## src/rtl/blackjack_round_controller_if.sv

```systemverilog
// rtl/blackjack_round_controller_if.sv - command, deck and display signals of the blackjack round controller
//
// Purpose: bundles every non-clock signal of blackjack_round_controller.
// Ports (signals):
//   i_dealButtonPushed, i_ready, i_command    command source (buttons / player input)
//   o_turnIndicator                            player turn lamp
//   o_cardReq, o_cardToDealer, i_cardValid,
//   i_cardValue                                deck req/valid card handshake
//   o_playerTotal, o_dealerTotal, o_result,
//   o_roundDone                                display outputs
// Modports: master = controller side, slave = environment side.

`ifndef GAME_COMMAND_DEFS
`define GAME_COMMAND_DEFS
`define gameCommand logic [1:0]
`define COMMAND_NONE  2'd0
`define COMMAND_HIT   2'd1
`define COMMAND_STAND 2'd2
`endif

interface blackjack_round_controller_if;
    logic        i_dealButtonPushed;
    logic        i_ready;
    `gameCommand i_command;
    logic        o_turnIndicator;
    logic        o_cardReq;
    logic        o_cardToDealer;
    logic        i_cardValid;
    logic [3:0]  i_cardValue;
    logic [4:0]  o_playerTotal;
    logic [4:0]  o_dealerTotal;
    logic [1:0]  o_result;
    logic        o_roundDone;

    modport master (
        input  i_dealButtonPushed, i_ready, i_command, i_cardValid, i_cardValue,
        output o_turnIndicator, o_cardReq, o_cardToDealer,
               o_playerTotal, o_dealerTotal, o_result, o_roundDone
    );

    modport slave (
        output i_dealButtonPushed, i_ready, i_command, i_cardValid, i_cardValue,
        input  o_turnIndicator, o_cardReq, o_cardToDealer,
               o_playerTotal, o_dealerTotal, o_result, o_roundDone
    );
endinterface

```

## src/rtl/blackjack_round_controller.sv

```systemverilog
// rtl/blackjack_round_controller.sv - sequences one blackjack round: deal, player turn, dealer policy, result
//
// Purpose: deals four cards, grants the player turn, runs the dealer
// hit-below-17 policy with display pacing, then latches the round result.
// Ports:
//   i_clk    system clock
//   i_rst_n  asynchronous active-low reset
//   bus      blackjack_round_controller_if.master (commands, deck handshake, display)
// Parameters:
//   DEALER_DELAY  cycles waited before each dealer draw decision (>= 1)
//   CNT_W         width of the dealer delay counter

module blackjack_round_controller #(
    parameter int DEALER_DELAY = 25000000,
    parameter int CNT_W        = 32
) (
    input  logic                           i_clk,
    input  logic                           i_rst_n,
    blackjack_round_controller_if.master   bus
);

    localparam logic [1:0]       CMD_HIT   = `COMMAND_HIT;
    localparam logic [1:0]       CMD_STAND = `COMMAND_STAND;
    localparam logic [CNT_W-1:0] DELAY_LD  = CNT_W'(DEALER_DELAY);

    localparam logic [1:0] RES_NONE = 2'd0;
    localparam logic [1:0] RES_WIN  = 2'd1;
    localparam logic [1:0] RES_LOSE = 2'd2;
    localparam logic [1:0] RES_PUSH = 2'd3;

    typedef enum logic [3:0] {
        IDLE,
        DEAL_P1,
        DEAL_D1,
        DEAL_P2,
        DEAL_D2,
        PLAYER_TURN,
        PLAYER_HIT,
        DEALER_WAIT,
        DEALER_HIT,
        RESOLVE,
        DONE
    } state_t;

    state_t           state_q, state_d;
    logic [4:0]       p_raw_q, p_raw_d;
    logic             p_ace_q, p_ace_d;
    logic [4:0]       d_raw_q, d_raw_d;
    logic             d_ace_q, d_ace_d;
    logic [4:0]       p_total_q, p_total_d;
    logic [4:0]       d_total_q, d_total_d;
    logic [CNT_W-1:0] cnt_q, cnt_d;
    logic [1:0]       result_q, result_d;
    logic             card_req_q, card_req_d;
    logic             to_dealer_q, to_dealer_d;
    logic             turn_q, turn_d;
    logic             done_q, done_d;

    logic [3:0]       card_v;
    logic             xfer;
    logic             card_ace;
    logic [4:0]       p_add, d_add;

    // An ace counts 11 only while that keeps the hand at or under 21.
    function automatic logic [4:0] best_total(input logic [4:0] raw, input logic ace);
        return (ace && (raw <= 5'd11)) ? raw + 5'd10 : raw;
    endfunction

    always_comb begin
        card_v      = (bus.i_cardValue == 4'd0 || bus.i_cardValue > 4'd10) ? 4'd10 : bus.i_cardValue;
        // card_req_q is only ever high in a requesting state, so a stray
        // valid with no request outstanding never transfers.
        xfer        = card_req_q && bus.i_cardValid;
        card_ace    = (card_v == 4'd1);
        p_add       = p_raw_q + {1'b0, card_v};
        d_add       = d_raw_q + {1'b0, card_v};

        state_d     = state_q;
        p_raw_d     = p_raw_q;
        p_ace_d     = p_ace_q;
        d_raw_d     = d_raw_q;
        d_ace_d     = d_ace_q;
        cnt_d       = cnt_q;
        result_d    = result_q;

        case (state_q)
            IDLE, DONE: begin
                if (bus.i_dealButtonPushed) begin
                    p_raw_d  = 5'd0;
                    p_ace_d  = 1'b0;
                    d_raw_d  = 5'd0;
                    d_ace_d  = 1'b0;
                    result_d = RES_NONE;
                    state_d  = DEAL_P1;
                end
            end
            DEAL_P1, DEAL_P2: begin
                if (xfer) begin
                    p_raw_d = p_add;
                    p_ace_d = p_ace_q | card_ace;
                    state_d = (state_q == DEAL_P1) ? DEAL_D1 : DEAL_D2;
                end
            end
            DEAL_D1, DEAL_D2: begin
                if (xfer) begin
                    d_raw_d = d_add;
                    d_ace_d = d_ace_q | card_ace;
                    state_d = (state_q == DEAL_D1) ? DEAL_P2 : PLAYER_TURN;
                end
            end
            PLAYER_TURN: begin
                if (p_total_q == 5'd21) begin
                    state_d = DEALER_WAIT;
                    cnt_d   = DELAY_LD;
                end else if (bus.i_ready) begin
                    if (bus.i_command == CMD_HIT) begin
                        state_d = PLAYER_HIT;
                    end else if (bus.i_command == CMD_STAND) begin
                        state_d = DEALER_WAIT;
                        cnt_d   = DELAY_LD;
                    end
                end
            end
            PLAYER_HIT: begin
                if (xfer) begin
                    p_raw_d = p_add;
                    p_ace_d = p_ace_q | card_ace;
                    state_d = (best_total(p_add, p_ace_q | card_ace) > 5'd21) ? RESOLVE : PLAYER_TURN;
                end
            end
            DEALER_WAIT: begin
                // Counter was loaded on entry, so this state spans DELAY+1 cycles.
                if (cnt_q == '0) begin
                    state_d = (d_total_q < 5'd17) ? DEALER_HIT : RESOLVE;
                end else begin
                    cnt_d = cnt_q - 1'b1;
                end
            end
            DEALER_HIT: begin
                if (xfer) begin
                    d_raw_d = d_add;
                    d_ace_d = d_ace_q | card_ace;
                    state_d = DEALER_WAIT;
                    cnt_d   = DELAY_LD;
                end
            end
            RESOLVE: begin
                if (p_total_q > 5'd21)           result_d = RES_LOSE;
                else if (d_total_q > 5'd21)      result_d = RES_WIN;
                else if (p_total_q > d_total_q)  result_d = RES_WIN;
                else if (p_total_q < d_total_q)  result_d = RES_LOSE;
                else                             result_d = RES_PUSH;
                state_d = DONE;
            end
            default: state_d = IDLE;
        endcase

        // Outputs are registered from the next state so a request is raised
        // the cycle a requesting state is entered (no bubble between cards).
        card_req_d  = (state_d == DEAL_P1) || (state_d == DEAL_D1) ||
                      (state_d == DEAL_P2) || (state_d == DEAL_D2) ||
                      (state_d == PLAYER_HIT) || (state_d == DEALER_HIT);
        to_dealer_d = (state_d == DEAL_D1) || (state_d == DEAL_D2) || (state_d == DEALER_HIT);
        p_total_d   = best_total(p_raw_d, p_ace_d);
        d_total_d   = best_total(d_raw_d, d_ace_d);
        turn_d      = (state_d == PLAYER_TURN) && (p_total_d != 5'd21);
        done_d      = (state_d == DONE);
    end

    always_ff @(posedge i_clk or negedge i_rst_n) begin
        if (!i_rst_n) begin
            state_q     <= IDLE;
            p_raw_q     <= 5'd0;
            p_ace_q     <= 1'b0;
            d_raw_q     <= 5'd0;
            d_ace_q     <= 1'b0;
            p_total_q   <= 5'd0;
            d_total_q   <= 5'd0;
            cnt_q       <= '0;
            result_q    <= RES_NONE;
            card_req_q  <= 1'b0;
            to_dealer_q <= 1'b0;
            turn_q      <= 1'b0;
            done_q      <= 1'b0;
        end else begin
            state_q     <= state_d;
            p_raw_q     <= p_raw_d;
            p_ace_q     <= p_ace_d;
            d_raw_q     <= d_raw_d;
            d_ace_q     <= d_ace_d;
            p_total_q   <= p_total_d;
            d_total_q   <= d_total_d;
            cnt_q       <= cnt_d;
            result_q    <= result_d;
            card_req_q  <= card_req_d;
            to_dealer_q <= to_dealer_d;
            turn_q      <= turn_d;
            done_q      <= done_d;
        end
    end

    assign bus.o_turnIndicator = turn_q;
    assign bus.o_cardReq       = card_req_q;
    assign bus.o_cardToDealer  = to_dealer_q;
    assign bus.o_playerTotal   = p_total_q;
    assign bus.o_dealerTotal   = d_total_q;
    assign bus.o_result        = result_q;
    assign bus.o_roundDone     = done_q;

endmodule

```

## src/flat_wrapper.sv

```systemverilog
// flat-port wrapper written by rule: the top's interface ports become plain ports
module blackjack_round_controller_flat 
#(
    parameter int DEALER_DELAY = 25000000,
    parameter int CNT_W        = 32
)
  (i_clk, i_rst_n, bus_i_dealButtonPushed, bus_i_ready, bus_i_command, bus_i_cardValid, bus_i_cardValue, bus_o_turnIndicator, bus_o_cardReq, bus_o_cardToDealer, bus_o_playerTotal, bus_o_dealerTotal, bus_o_result, bus_o_roundDone);
  blackjack_round_controller_if bus_i ();
  input  logic i_clk;
  input  logic i_rst_n;
  input wire logic [$bits(bus_i.i_dealButtonPushed)-1:0] bus_i_dealButtonPushed;
  input wire logic [$bits(bus_i.i_ready)-1:0] bus_i_ready;
  input wire logic [$bits(bus_i.i_command)-1:0] bus_i_command;
  input wire logic [$bits(bus_i.i_cardValid)-1:0] bus_i_cardValid;
  input wire logic [$bits(bus_i.i_cardValue)-1:0] bus_i_cardValue;
  output wire logic [$bits(bus_i.o_turnIndicator)-1:0] bus_o_turnIndicator;
  output wire logic [$bits(bus_i.o_cardReq)-1:0] bus_o_cardReq;
  output wire logic [$bits(bus_i.o_cardToDealer)-1:0] bus_o_cardToDealer;
  output wire logic [$bits(bus_i.o_playerTotal)-1:0] bus_o_playerTotal;
  output wire logic [$bits(bus_i.o_dealerTotal)-1:0] bus_o_dealerTotal;
  output wire logic [$bits(bus_i.o_result)-1:0] bus_o_result;
  output wire logic [$bits(bus_i.o_roundDone)-1:0] bus_o_roundDone;
  assign bus_i.i_dealButtonPushed = bus_i_dealButtonPushed;
  assign bus_i.i_ready = bus_i_ready;
  assign bus_i.i_command = bus_i_command;
  assign bus_i.i_cardValid = bus_i_cardValid;
  assign bus_i.i_cardValue = bus_i_cardValue;
  assign bus_o_turnIndicator = bus_i.o_turnIndicator;
  assign bus_o_cardReq = bus_i.o_cardReq;
  assign bus_o_cardToDealer = bus_i.o_cardToDealer;
  assign bus_o_playerTotal = bus_i.o_playerTotal;
  assign bus_o_dealerTotal = bus_i.o_dealerTotal;
  assign bus_o_result = bus_i.o_result;
  assign bus_o_roundDone = bus_i.o_roundDone;
  blackjack_round_controller #(.DEALER_DELAY(DEALER_DELAY), .CNT_W(CNT_W)) u_core (.i_clk(i_clk), .i_rst_n(i_rst_n), .bus(bus_i));
endmodule
```

## config.mk

```make
export PLATFORM = sky130hd
export DESIGN_NAME = blackjack_round_controller_flat
export DESIGN_NICKNAME = d
export VERILOG_FILES = /design/src/rtl/blackjack_round_controller_if.sv /design/src/rtl/blackjack_round_controller.sv /design/src/flat_wrapper.sv
export SDC_FILE = /design/constraint.sdc
export NUM_CORES = 1
export LEC_CHECK = 0
export BUFFER_PORTS_ARGS = -buffer_cell sky130_fd_sc_hd__clkbuf_2
export CORE_MARGIN = 4
export CORE_UTILIZATION = 38
export DETAILED_ROUTE_END_ITERATION = 10
export GPL_TIMING_DRIVEN = 0
export PLACE_DENSITY_LB_ADDON = 0.05
export REMOVE_ABC_BUFFERS = 1
export SYNTH_ARGS = -nofsm -noshare
export SYNTH_HDL_FRONTEND = slang
export SYNTH_SLANG_ARGS = --single-unit
```

## constraint.sdc

```tcl
create_clock -name i_clk -period 4.2 [get_ports i_clk]
set_input_delay 0.84 -clock i_clk [delete_from_list [all_inputs] [get_ports i_clk]]
set_output_delay 0.84 -clock i_clk [all_outputs]
set_load 0.1 [all_outputs]
```

Word level (Yosys, flattened, before mapping)

Index checks and enable logic that the tools add are counted.

Register bits: 64
Input bits: 11
Output and inout bits: 16
Word-level logic and storage cells: 129

$add $sub $neg: 6
Order comparisons: 10
Equality and inequality tests: 29
Mux-type cells: 44
Bitwise gates (word level): 2
Reductions and logical operators: 25

Operator list:

| cell                    | number |
|---|---|
| $mux W32                | 6 |
| $pmux W32 S3            | 1 |
| $mux W4                 | 12 |
| $mux W5                 | 7 |
| $logic_not A32 Y1       | 1 |
| $pmux W4 S8             | 1 |
| $sub A32 B1 Y32 const B | 1 |
| $eq A4 B3 Y1 const B    | 7 |
| $eq A4 B4 Y1 const B    | 5 |
| $pmux W5 S2             | 2 |
| $eq A4 B2 Y1 const B    | 4 |
| $add A5 B4 Y5 const B   | 3 |
| $gt A5 B5 Y1 const B    | 3 |
| $le A5 B4 Y1 const B    | 3 |
| $eq A4 B1 Y1 const B    | 3 |
| $add A5 B4 Y5           | 2 |
| $logic_not A4 Y1        | 2 |
| $logic_or A1 B1 Y1      | 8 |
| $mux W2                 | 4 |
| $mux W1                 | 6 |
| $mux W3                 | 2 |
| $ne A3 B2 Y1 const B    | 2 |
| $reduce_and A6 Y1       | 1 |
| $reduce_or A2 Y1        | 3 |
| other kinds (19)        | 27 |

Logic depth before layout (Yosys ltp)

Gate-level depths: netlist of the first run.

Depth after elaboration: 17
Mapped depth: 15
Depth with buffers taken out: 15

Least setup slack after synthesis of the first run

No wires, ideal clock.

Path kind: input to register
Start: input bus_i_cardValue[2]
End: register u_core.turn_q (netlist: u_core.bus.o_turnIndicator)
Library setup time: 0.132 ns
Data arrival time: 3.931 ns
Required time: 4.068 ns
Path slack: 0.137 ns
Cell stages on the path: 14
Path buffers: 0
Cell sequence: or2_2 -> a21boi_0 -> ha_1 -> inv_1 -> fa_1 -> nor2_1 -> o21ai_0 -> a21boi_0 -> inv_1 -> ha_1 -> or3_1 -> a21oi_1 -> mux2i_1 -> a31oi_1

Elaborated cells between the ends (all ways): 26
Classes of those cells: add/sub: 3; order compare: 4; eq/ne: 3; mux: 10; bitwise: 1; reduce/logical: 5

RTL lines:

| element                                          | RTL line                                                            | text |
|---|---|---|
| from (decl)                                      | flat_wrapper.sv:15                                                  | `input wire logic [$bits(bus_i.i_cardValue)-1:0] bus_i_cardValue;` |
| $gt A4 B4 Y1 or $logic_not A4 Y1 (tied branches) | blackjack_round_controller.sv:70                                    | `card_v = (bus.i_cardValue == 4'd0 \|\| bus.i_cardValue > 4'd10) ? 4'd10 : bus.i_cardValue;` |
| $logic_or A1 B1 Y1 (*)                           | blackjack_round_controller.sv:70                                    |  |
| $mux W4 (*)                                      | blackjack_round_controller.sv:70                                    |  |
| $add A5 B4 Y5 (*)                                | blackjack_round_controller.sv:75                                    | `p_add = p_raw_q + {1'b0, card_v};` |
| $mux W5 (*)                                      | blackjack_round_controller.sv:98, blackjack_round_controller.sv:125 |  |
| $pmux W5 S2 (*)                                  | blackjack_round_controller.sv:86                                    | `case (state_q)` |
| named net u_core.p_raw_d[1]                      | blackjack_round_controller.sv:46                                    | `logic [4:0] p_raw_q, p_raw_d;` |
| $le A5 B4 Y1                                     | blackjack_round_controller.sv:66                                    | `return (ace && (raw <= 5'd11)) ? raw + 5'd10 : raw;` |
| $logic_and A1 B1 Y1                              | blackjack_round_controller.sv:66                                    |  |
| $mux W5 (*)                                      | blackjack_round_controller.sv:66                                    |  |
| $ne A5 B5 Y1 (*)                                 | blackjack_round_controller.sv:166                                   | `turn_d = (state_d == PLAYER_TURN) && (p_total_d != 5'd21);` |
| $logic_and A1 B1 Y1 (*)                          | blackjack_round_controller.sv:166                                   |  |
| named net u_core.turn_d                          | blackjack_round_controller.sv:56                                    | `logic turn_q, turn_d;` |
| to (signal assigned)                             | blackjack_round_controller.sv:197                                   | `turn_q <= turn_d;` |
| to (decl)                                        | blackjack_round_controller.sv:56                                    |  |

The timed path passes the listed nets; every way through them passes the cells marked *.
A chain may end at the register's enable or synchronous reset.

Worst setup path after layout of the first run

Same ends and word-level chain as after synthesis.

==> results of run 1 <==
worst max-delay path, delay by kind of cell:
kind | cells | cell delay (ps)
adders and majority gates | 3 | 1000
AOI/OAI and AO/OA | 5 | 880
and+or+nand+nor | 3 | 780
muxes | 1 | 330
buffers and inverters | 3 | 300
per-layer routing:
layer	wire length (um)	vias up	GRT usage (%)
met5	0	-	0
met2	4850	50	27.3
met4	159	0	5.85
met1	4740	1630	21.2
li1	-	1710	-
met3	325	13	2.91
timing repair:
action	CTS	global route
resized for setup	4	6
pin swaps	0	0
endpoints found under the hold margin	0	0
setup endpoints to repair	3	4
cell type report:
type                    count  area [um^2]  area share, %
well taps                 136          170           3.71
multi-input cells         349         2380           51.9
clock buffers               9          124           2.70
repair buffers             27          153           3.33
flip-flops and latches     62         1550           33.9
inverters                  35          131           2.87
clock inverters             7         72.6           1.58
path summary, 6_finish.rpt:
check                                                   to  slack [ps]  cells past startpoint          startpoint
max in group asynchronous       u_core.bus.o_turnIndicator        3240                      2             i_rst_n
worst min-delay path                       u_core.cnt_q[6]         420                      1             i_rst_n
min in group i_clk                         u_core.cnt_q[6]         480                      1     u_core.cnt_q[6]
worst min register to register             u_core.cnt_q[6]         480                      1     u_core.cnt_q[6]
worst max-delay path            u_core.bus.o_turnIndicator         280                     15  bus_i_cardValue[2]
worst max register to register        u_core.bus.o_cardReq         770                     10     u_core.cnt_q[0]
state kept, by name (all words and copies together), names as in the netlist:
register and cells:
u_core.cnt_q 32, u_core.d_raw_q 5, u_core.p_raw_q 5, u_core.bus.o_dealerTotal 4, u_core.bus.o_playerTotal 4, u_core.state_q 4, u_core.bus.o_result 2, u_core.bus.o_cardReq 1
u_core.bus.o_cardToDealer 1, u_core.bus.o_roundDone 1, u_core.bus.o_turnIndicator 1, u_core.d_ace_q 1, u_core.p_ace_q 1
cells by family (layout without fill, tap and decap cells):
| kind of cell | after synthesis | in the layout | synth area share, % |
|---|---|---|---|
| simple gates | 178 | 178 | 24.1 |
| compound gates | 117 | 117 | 18.8 |
| mux | 5 | 5 | 1.24 |
| flops | 62 | 62 | 37.6 |
| fa+ha+maj | 23 | 23 | 7.35 |
| buf+inv | 53 | 78 | 5.40 |
| xor+xnor | 26 | 26 | 5.53 |
synth_stat cells, types with 5 or more instances:
cell	instances	area [um^2]
or3_1	17	106
a31oi_1	7	43.8
inv_1	35	131
nand2_1	29	109
clkbuf_1	9	33.8
xnor2_1	15	131
and2_1	5	31.3
nor3_1	8	40.0
a21oi_1	26	130
a21o_1	9	67.6
nand2b_1	7	43.8
or4_1	9	67.6
nor2b_1	9	56.3
nand3_1	13	65.1
ha_1	21	263
xor2_1	11	96.3
nor4_1	9	56.3
dfrtp_1	62	1550
o21ai_0	26	130
nor2_1	46	173
metrics by stage:
stage                     setup WS (ps)  area [um^2]  util, %  instances
final                               282         4580     43.8        625
after floorplan                     132         4030        -        446
after detailed placement           -745         4350     41.6        609
after global placement             -700         4330     41.4        608
after CTS                          2.60         4560     43.6        625
after global routing               53.3         4580     43.8        625
power by group through the flow:
| stage | clock [W] | combinational (W) | sequential (W) |
|---|---|---|---|
| 6_report | 0.000543 | 0.00184 | 0.000948 |
| 5_1_grt | 0.000585 | 0.00203 | 0.000980 |
| 4_1_cts | 0.000558 | 0.00183 | 0.000947 |
| 3_5_place_dp | 0 | 0.00181 | 0.000958 |
| 3_3_place_gp | 0 | 0.00179 | 0.000959 |
| 2_1_floorplan | 0 | 0.00106 | 0.00128 |
==> out/metrics.yaml, run 1 <==
outcome: "complete, no violations"
p_leak_nw: 1.98
dieWidth_um: 112
path_class: "in2reg"
ys_types: 68
cp.required_ps: 4410
avgSynthCellArea_um2: 8.88
p_comb_share_pct: 55.2
overflow: 0
port_buffers: 26
core_area_um2: 10500
post-route-min-period_ps: 3920
boundaryPins: 27
insertion_delay_ps: 350
numCtsBuffers: 9
relSlewSlack_pct: 16.4
wl_per_cell_um: 16.1
n_antenna_cell: 0
clock-sinks: 62
gp_congestion: 0.819
clock_skew_ps: 13.7
path_max_fanout: 6
sw_frac_of_total_pct: 51.0
syn_to_final_growth_pct: 11.2
rows: 37
hpwl_um: 7400
hold_violations: 0
synth_edf_count: 0
cp_slowest_stage_delay_ps: 590
ys_async_sr_fraction_pct: 100
worstHoldPathType: "in2async"
nNetsFinal: 518
fmax_ghz: 0.255
h-tree-depth: 3
start_kind: "primary input"
cts_buffer_depth: 2
worstMarginPinSlew_ps: 1220
cts.clk_slew.worst_paths_ps: 80
slew_violations: 0
clockPowerShare_pct: 16.3
finalCritPeriodShare_pct: 93.3
ys.flop_type: "dfrtp_1"
synth-seq-cells: 62
grt_pass1_vias: 3328
arrival_ps: 4120
start_util_pct: 39.4
cts_root_buf: "clkbuf_8"
syn_area_um2: 4120
ys_warn_count: 0
drive_gt1_share_pct: 12.9
seqPwrFrac_pct: 28.5
routed_wl_um: 10100
syn_inst: 464
antenna_found_initial: 0
final_cell_mix: "62 x dfrtp_1, 46 x nor2_1, 35 x inv_1"
worstSetupEndpointType: "register"
finalPower_w: 0.00333
nFillCells: 1069
final_common_cell: "dfrtp_1"
whs_ps: 418
post-cts-setup-buffers: 0
grt_pass1_wl_um: 16900
vias: 3403
ant_nets: 0
vias_per_cell: 5.44
p_switching_w: 0.00170
slowest_stage: "fa_2"
dieArea_um2: 12600
drt_iter0_markers: 266
grt_start_max_net_pins: 41
dr.pass1.iters: 4
postCtsHoldBufs: 0
grt_use_total_pct: 16.3
rsz0062_at_grt: "false"
setup-tns-final_ps: 0
intPower_w: 0.00163
ir_worst_vdd_mv: 0.367
dieHeight_um: 112
drc: 0
synth_seq_area_share_pct: 37.6
setup_viol: 0
cellPowerDensity_nw_per_um2: 727
maxCapViolCount: 0
cts_tree: "done"
cp_cell_sequence: "clkbuf_2 -> or2_2 -> a21boi_2 -> ha_1 -> inv_1 -> fa_2 -> nor2_1 -> o21ai_1 -> a21boi_4 -> inv_1 -> ha_1 -> or3_1 -> a21oi_2 -> mux2i_2 -> a31oi_1"
Power figures use the tool's default switching activity.
==> inputs of run 2 (changes only) <==
Settings changed: ABC_AREA set to 1, CORE_ASPECT_RATIO set to 2, CORE_UTILIZATION 38 to 59.
==> out/metrics.yaml, run 2 <==
outcome: "complete, no violations"  # unchanged
core_area_um2: 7210  # was 10500 um^2
final_cell_mix: "140 x nand2_1, 88 x inv_1, 84 x nor2_1"  # was 62 x dfrtp_1, 46 x nor2_1, 35 x inv_1
synth_common_cells: "140 x nand2_1, 88 x inv_1, 84 x nor2_1, 62 x dfrtp_1, 47 x nand3_1"  # was 62 x dfrtp_1, 46 x nor2_1, 35 x inv_1, 29 x nand2_1
cp_cell_sequence: "clkbuf_2 -> inv_1 -> a21oi_1 -> nor2_1 -> ha_1 -> inv_1 -> fa_1 -> o21ai_0 -> nand2_1 -> nand2_1 -> a21oi_1 -> inv_1 -> ha_1 -> nand3_1 -> o21ai_2 -> o21ai_0 -> nand2_1 -> inv_1 -> nand3_1 -> nor2_1 -> nor2_1"  # was clkbuf_2 -> or2_2 -> a21boi_2 -> ha_1 -> inv_1 -> fa_2 -> nor2_1 -> o21ai_1 -> a21boi_4 -> inv_1 -> ha_1 -> or3_1 -> a21oi_2 -> mux2i_2 -> a31oi_1
routed_wl_um: 11800  # was 10100 um
worstHoldPathType: "reg2reg"  # was in2async
post-cts-setup-buffers: 0  # unchanged
crit_top_cell: "inv_1"
grt_use_total_pct: 29.8  # was 16.3%
grt_pass1_vias: 4221  # was 3328
cp.required_ps: 4410  # about the same
avgSynthCellArea_um2: 7.01  # was 8.88 um^2
insertion_delay_ps: 330  # was 350 ps
cellPowerDensity_nw_per_um2: 815  # was 727 nW/um^2
port_buffers: 26  # unchanged
drive_gt1_share_pct: 9.97  # was 12.9%
start_kind: "primary input"  # unchanged
cts.clk_slew.worst_paths_ps: 50  # was 80 ps
synth_edf_count: 0  # unchanged
finalCritPeriodShare_pct: 87.3  # was 93.3%
arrival_ps: 3880  # was 4120 ps
wl_met2_um: 7030  # was 4850 um
ir_worst_vdd_mv: 0.659  # was 0.367 mV
setup-tns-final_ps: 0  # unchanged
wl_met1_um: 3840  # was 4740 um
dieHeight_um: 129  # was 112 um
synth_seq_area_share_pct: 35.8  # was 37.6%
post-route-min-period_ps: 3670  # was 3920 ps
syn_to_final_growth_pct: 11.7  # was 11.2%
cts_tree: "done"  # unchanged
rows: 44  # was 37
rsz0062_at_grt: "false"  # unchanged
fmax_ghz: 0.273  # was 0.255 GHz
yosysTopAreaCell: "dfrtp_1"  # unchanged
timing.final.ws_setup_ps: 535  # was 282 ps
final_common_cell: "nand2_1"  # was dfrtp_1
gp_congestion: 0.952  # was 0.819
ant_nets: 0  # unchanged
synth-seq-cells: 62  # unchanged
path_class: "in2reg"  # unchanged
cts_resized: 0  # was 4
nFillCells: 669  # was 1069
maxCapViolCount: 0  # unchanged
final_area_um2: 4830  # was 4580 um^2
postCtsHoldBufs: 0  # unchanged
largest_register_ff_count: 32  # unchanged
drc: 0  # unchanged
top_register: "u_core.cnt_q"  # unchanged
wl_per_cell_um: 15.9  # was 16.1 um
vias_per_cell: 5.60  # was 5.44
clock_skew_ps: 7.41  # was 13.7 ps
relSlewSlack_pct: 42.3  # was 16.4%
yosysTopAreaCellShare_pct: 35.8  # was 37.6%
worstSetupEndpointType: "register"  # unchanged
wl_met3_um: 268  # was 325 um
cp_slowest_stage_delay_ps: 560  # was 590 ps
path_max_fanout: 5  # was 6
slew_violations: 0  # unchanged
p_leak_nw: 2.42  # was 1.98 nW
dieArea_um2: 8850  # was 12600 um^2
cts_root_buf: "clkbuf_16"  # was clkbuf_8
hold_violations: 0  # unchanged
overflow: 0  # unchanged
n_antenna_cell: 0  # unchanged
syn_area_um2: 4330  # was 4120 um^2
ys.flop_type: "dfrtp_1"  # unchanged
dpl_cell_area_um2: 4530  # was 4350 um^2
hpwl_um: 9470  # was 7400 um
grt_pass1_wl_um: 19300  # was 16900 um
dieWidth_um: 68.6  # was 112 um
ys_warn_count: 0  # unchanged
regArea_um2: 1550  # unchanged
dr.pass1.iters: 4  # unchanged
yosysMostFrequentCell: "nand2_1"  # was dfrtp_1
start_util_pct: 60.0  # was 39.4%
ys_types: 41  # was 68
multi_input_area_um2: 2390  # was 2380 um^2
cts_buffer_depth: 2  # unchanged
finalPower_w: 0.00394  # was 0.00333 W
numCtsBuffers: 9  # unchanged
synthTopCellsByArea: "dfrtp_1 36%, nand2_1 12%, inv_1 7.6%"  # was dfrtp_1 38%, ha_1 6.4%, nor2_1 4.2%
postLayoutCoreUtil_pct: 67.0  # was 43.8%
setup_viol: 0  # unchanged
boundaryPins: 27  # unchanged
grt_start_max_net_pins: 63  # was 41
h-tree-depth: 3  # unchanged
clock-sinks: 62  # unchanged
dp_slack_ps: 175  # was -745 ps
syn_inst: 617  # was 464
top_regs: "u_core.cnt_q (32), u_core.d_raw_q (5), u_core.p_raw_q (5)"  # unchanged
maxUsedRoutingLayer: "met4"  # unchanged
worstMarginPinSlew_ps: 865  # was 1220 ps
antenna_found_initial: 0  # unchanged
slowest_stage: "fa_1"  # was fa_2
nNetsFinal: 681  # was 518
drt_iter0_markers: 236  # was 266
vias: 4163  # was 3403
ys_async_sr_fraction_pct: 100  # unchanged
-- run 2: worst paths after layout --
kind | start | end | slack (ps) | cells past startpoint
worst max-delay path | bus_i_cardValue[2] | u_core.bus.o_turnIndicator | 530 | 21
worst min-delay path | u_core.cnt_q[30] | u_core.cnt_q[30] | 480 | 2
worst max register to register | u_core.bus.o_cardReq | u_core.cnt_q[4] | 1220 | 9
worst min register to register | u_core.cnt_q[30] | u_core.cnt_q[30] | 480 | 2
max in group asynchronous | i_rst_n | u_core.bus.o_roundDone | 2990 | 1
min in group asynchronous | i_rst_n | u_core.cnt_q[31] | 650 | 1
-- run 2: through the flow --
stage	hold slack, ps	cells
2_1_floorplan	452	610
3_3_place_gp	463	728
3_5_place_dp	471	728
4_1_cts	483	744
5_1_grt	511	744
6_report	477	744
-- run 2: power breakdown --
| group | switching (W) | leakage, nW | internal [W] |
|---|---|---|---|
| registers | 0.000203 | 0.780 | 0.000808 |
| clock network | 0.000261 | 0.152 | 0.000488 |
| logic | 0.00160 | 1.49 | 0.000576 |
-- run 2: layout make-up --
cell class | count | share of cell area, %
Multi-Input combinational cell | 456 | 49.4
Sequential cell | 62 | 32.1
Inverter | 92 | 7.15
Clock buffer | 12 | 5.31
Timing Repair Buffer | 26 | 2.74
Tap cell | 92 | 2.38
Clock inverter | 4 | 0.932
-- run 2: cells by family after synthesis --
kind of cell	count (synthesis)	synth area share, %
and+or+nand+nor	328	33.8
buffers and inverters	99	9.02
AOI/OAI and AO/OA	96	12.5
DFF	62	35.8
adders and majority gates	23	7.00
xor gates and xnor gates	9	1.82
-- run 2: critical path: cells and delay by family --
kind | cells | cell delay [ps]
buf+inv | 5 | 420
fa+ha+maj | 3 | 1020
simple gates | 8 | 920
compound gates | 5 | 680
-- run 2: metal layers --
layer	vias up	track usage (%)
li1	2088	-
met1	1948	25.8
met2	85	57.8
met3	42	4.77
met4	0	19.6
met5	-	0
==> inputs of run 3 (changes only) <==
Settings changed: CORE_UTILIZATION 59 to 36.
==> out/metrics.yaml, run 3 (synthesis results as in run 2) <==
slowest_stage: "fa_1"  # unchanged
nFillCells: 1269  # was 669
largest_register_ff_count: 32  # unchanged
top_register: "u_core.cnt_q"  # unchanged
port_buffers: 26  # unchanged
drc: 0  # unchanged
critPathBufInv: 5  # unchanged
p_comb_share_pct: 54.9  # was 55.3%
clock_skew_ps: 4.34  # was 7.41 ps
drive_gt1_share_pct: 10.1  # was 9.97%
cp.required_ps: 4410  # about the same
cts_root_buf: "clkbuf_16"  # unchanged
post-cts-setup-buffers: 0  # unchanged
setup_viol: 0  # unchanged
cts_buffer_depth: 2  # unchanged
vias_per_cell: 5.22  # was 5.60
cp_top_family: "adder cells"  # unchanged
routed_wl_um: 12600  # was 11800 um
path_class: "in2reg"  # unchanged
wl_per_cell_um: 15.8  # was 15.9 um
worstMarginPinSlew_ps: 750  # was 865 ps
dp_slack_ps: 96.8  # was 175 ps
critPathLaunch: "bus_i_cardValue[2]"  # unchanged
clock-sinks: 62  # unchanged
maxUsedRoutingLayer: "met4"  # unchanged
relSlewSlack_pct: 49.9  # was 42.3%
dpl_cell_area_um2: 4620  # was 4530 um^2
seqPwrFrac_pct: 25.8  # was 25.7%
h-tree-depth: 3  # unchanged
gp_congestion: 0.840  # was 0.952
intPower_w: 0.00187  # about the same
ant_nets: 0  # unchanged
dieArea_um2: 13900  # was 8850 um^2
post-route-min-period_ps: 3670  # about the same
insertion_delay_ps: 330  # about the same
maxCapViolCount: 0  # unchanged
top_regs: "u_core.cnt_q (32), u_core.d_raw_q (5), u_core.p_raw_q (5)"  # unchanged
cts.clk_slew.worst_paths_ps: 50  # about the same
wl_met3_um: 261  # was 268 um
grt_start_max_net_pins: 50  # was 63
syn_to_final_growth_pct: 13.8  # was 11.7%
cellPowerDensity_nw_per_um2: 800  # was 815 nW/um^2
reg2regPathDepth: 9  # unchanged
core_area_um2: 11800  # was 7210 um^2
hpwl_um: 10200  # was 9470 um
start_util_pct: 36.8  # was 60.0%
arrival_ps: 3890  # was 3880 ps
grt_pass1_vias: 4239  # was 4221
setup-tns-final_ps: 0  # unchanged
cp_slowest_stage_delay_ps: 570  # was 560 ps
reg2reg_from: "u_core.bus.o_cardReq"  # unchanged
grt_pass1_wl_um: 21000  # was 19300 um
cts_resized: 0  # unchanged
cp_cell_sequence: "clkbuf_2 -> inv_1 -> a21oi_1 -> nor2_1 -> ha_1 -> inv_1 -> fa_1 -> o21ai_0 -> nand2_1 -> nand2_1 -> a21oi_1 -> inv_1 -> ha_1 -> nand3_1 -> o21ai_2 -> o21ai_0 -> nand2_1 -> inv_1 -> nand3_1 -> nor2_1 -> nor2_1"  # unchanged
finalCritPeriodShare_pct: 87.5  # was 87.3%
slew_violations: 0  # unchanged
timing.final.ws_setup_ps: 525  # was 535 ps
overflow: 0  # unchanged
worstHoldPathType: "in2async"  # was reg2reg
vias: 4166  # was 4163
postCtsHoldBufs: 0  # unchanged
start_kind: "primary input"  # unchanged
drt_iter0_markers: 139  # was 236
worstSetupEndpointType: "register"  # unchanged
clockPowerShare_pct: 19.4  # was 19.0%
n_antenna_cell: 0  # unchanged
boundaryPins: 27  # unchanged
final_area_um2: 4930  # was 4830 um^2
grt_use_total_pct: 19.7  # was 29.8%
rsz0062_at_grt: "false"  # unchanged
dieHeight_um: 163  # was 129 um
path_max_fanout: 5  # unchanged
wl_met1_um: 4270  # was 3840 um
antenna_found_initial: 0  # unchanged
final_common_cell: "nand2_1"  # unchanged
sw_frac_of_total_pct: 52.4  # was 52.5%
fmax_ghz: 0.272  # was 0.273 GHz
numCtsBuffers: 9  # unchanged
nNetsFinal: 682  # was 681
final_cell_mix: "140 x nand2_1, 88 x inv_1, 84 x nor2_1"  # unchanged
hold_violations: 0  # unchanged
p_leak_nw: 2.43  # was 2.42 nW
rows: 56  # was 44
wl_met2_um: 7410  # was 7030 um
dieWidth_um: 85.5  # was 68.6 um
cp.depth: 21  # unchanged
p_switching_w: 0.00207  # about the same
ir_worst_vdd_mv: 0.402  # was 0.659 mV
cts_tree: "done"  # unchanged
outcome: "complete, no violations"  # unchanged
crit_top_cell: "inv_1"  # unchanged
dr.pass1.iters: 4  # unchanged
[run 3: changes by cell type in the layout (fill, tap and decap cells not counted), sizes merged]
cell	previous run	this run
buf	0	1
[run 3: power groups by stage]
| stage | clock network (W) | registers, W | logic, W |
|---|---|---|---|
| after floorplan | 0 | 0.00134 | 0.00129 |
| after global placement | 0 | 0.00102 | 0.00214 |
| after detailed placement | 0 | 0.00102 | 0.00217 |
| after CTS | 0.000777 | 0.00101 | 0.00219 |
| after global routing | 0.000812 | 0.00104 | 0.00244 |
| final | 0.000763 | 0.00101 | 0.00216 |
[run 3: cell type report]
| class | instances | area (um^2) | share of cell area (%) |
|---|---|---|---|
| Multi-Input combinational cell | 456 | 2390 | 48.4 |
| Sequential cell | 62 | 1550 | 31.5 |
| Inverter | 92 | 345 | 7.01 |
| Clock buffer | 12 | 256 | 5.21 |
| Tap cell | 145 | 181 | 3.68 |
| Timing Repair Buffer | 27 | 160 | 3.25 |
| Clock inverter | 4 | 45.0 | 0.914 |
[run 3: metal layers]
| metal | track usage, % | vias up |
|---|---|---|
| met2 | 39.1 | 74 |
| met5 | 0 | - |
| met4 | 11.7 | 0 |
| li1 | - | 2100 |
| met1 | 18.0 | 1948 |
| met3 | 3.08 | 44 |
[run 3: worst reg2reg max path, cell delays in order (launching register included)]
cell,delay [ps]
dfrtp_1,370
nand2_1,260
inv_1,610
nor2_1,140
inv_1,120
nand3_4,260
nor2_2,680
inv_2,260
o21ai_0,140
a21oi_1,60
[run 3: stage by stage]
step           std cells  utilization (%)  power (W)  hold WS (ps)
2_1_floorplan        610                -    0.00263           452
3_3_place_gp         781             39.0    0.00316           471
3_5_place_dp         782             39.3    0.00320           481
4_1_cts              798             41.8    0.00398           389
5_1_grt              798             41.8    0.00430           399
6_report             798             41.8    0.00394           390
[run 3: worst paths after layout]
path / to / slack (ps)
max: u_core.bus.o_turnIndicator / 530
min: u_core.cnt_q[8] / 390
max reg2reg: u_core.cnt_q[15] / 1170
min reg2reg: u_core.cnt_q[4] / 490
max in group asynchronous: u_core.state_q[2] / 3260
min in group i_clk: u_core.cnt_q[4] / 490
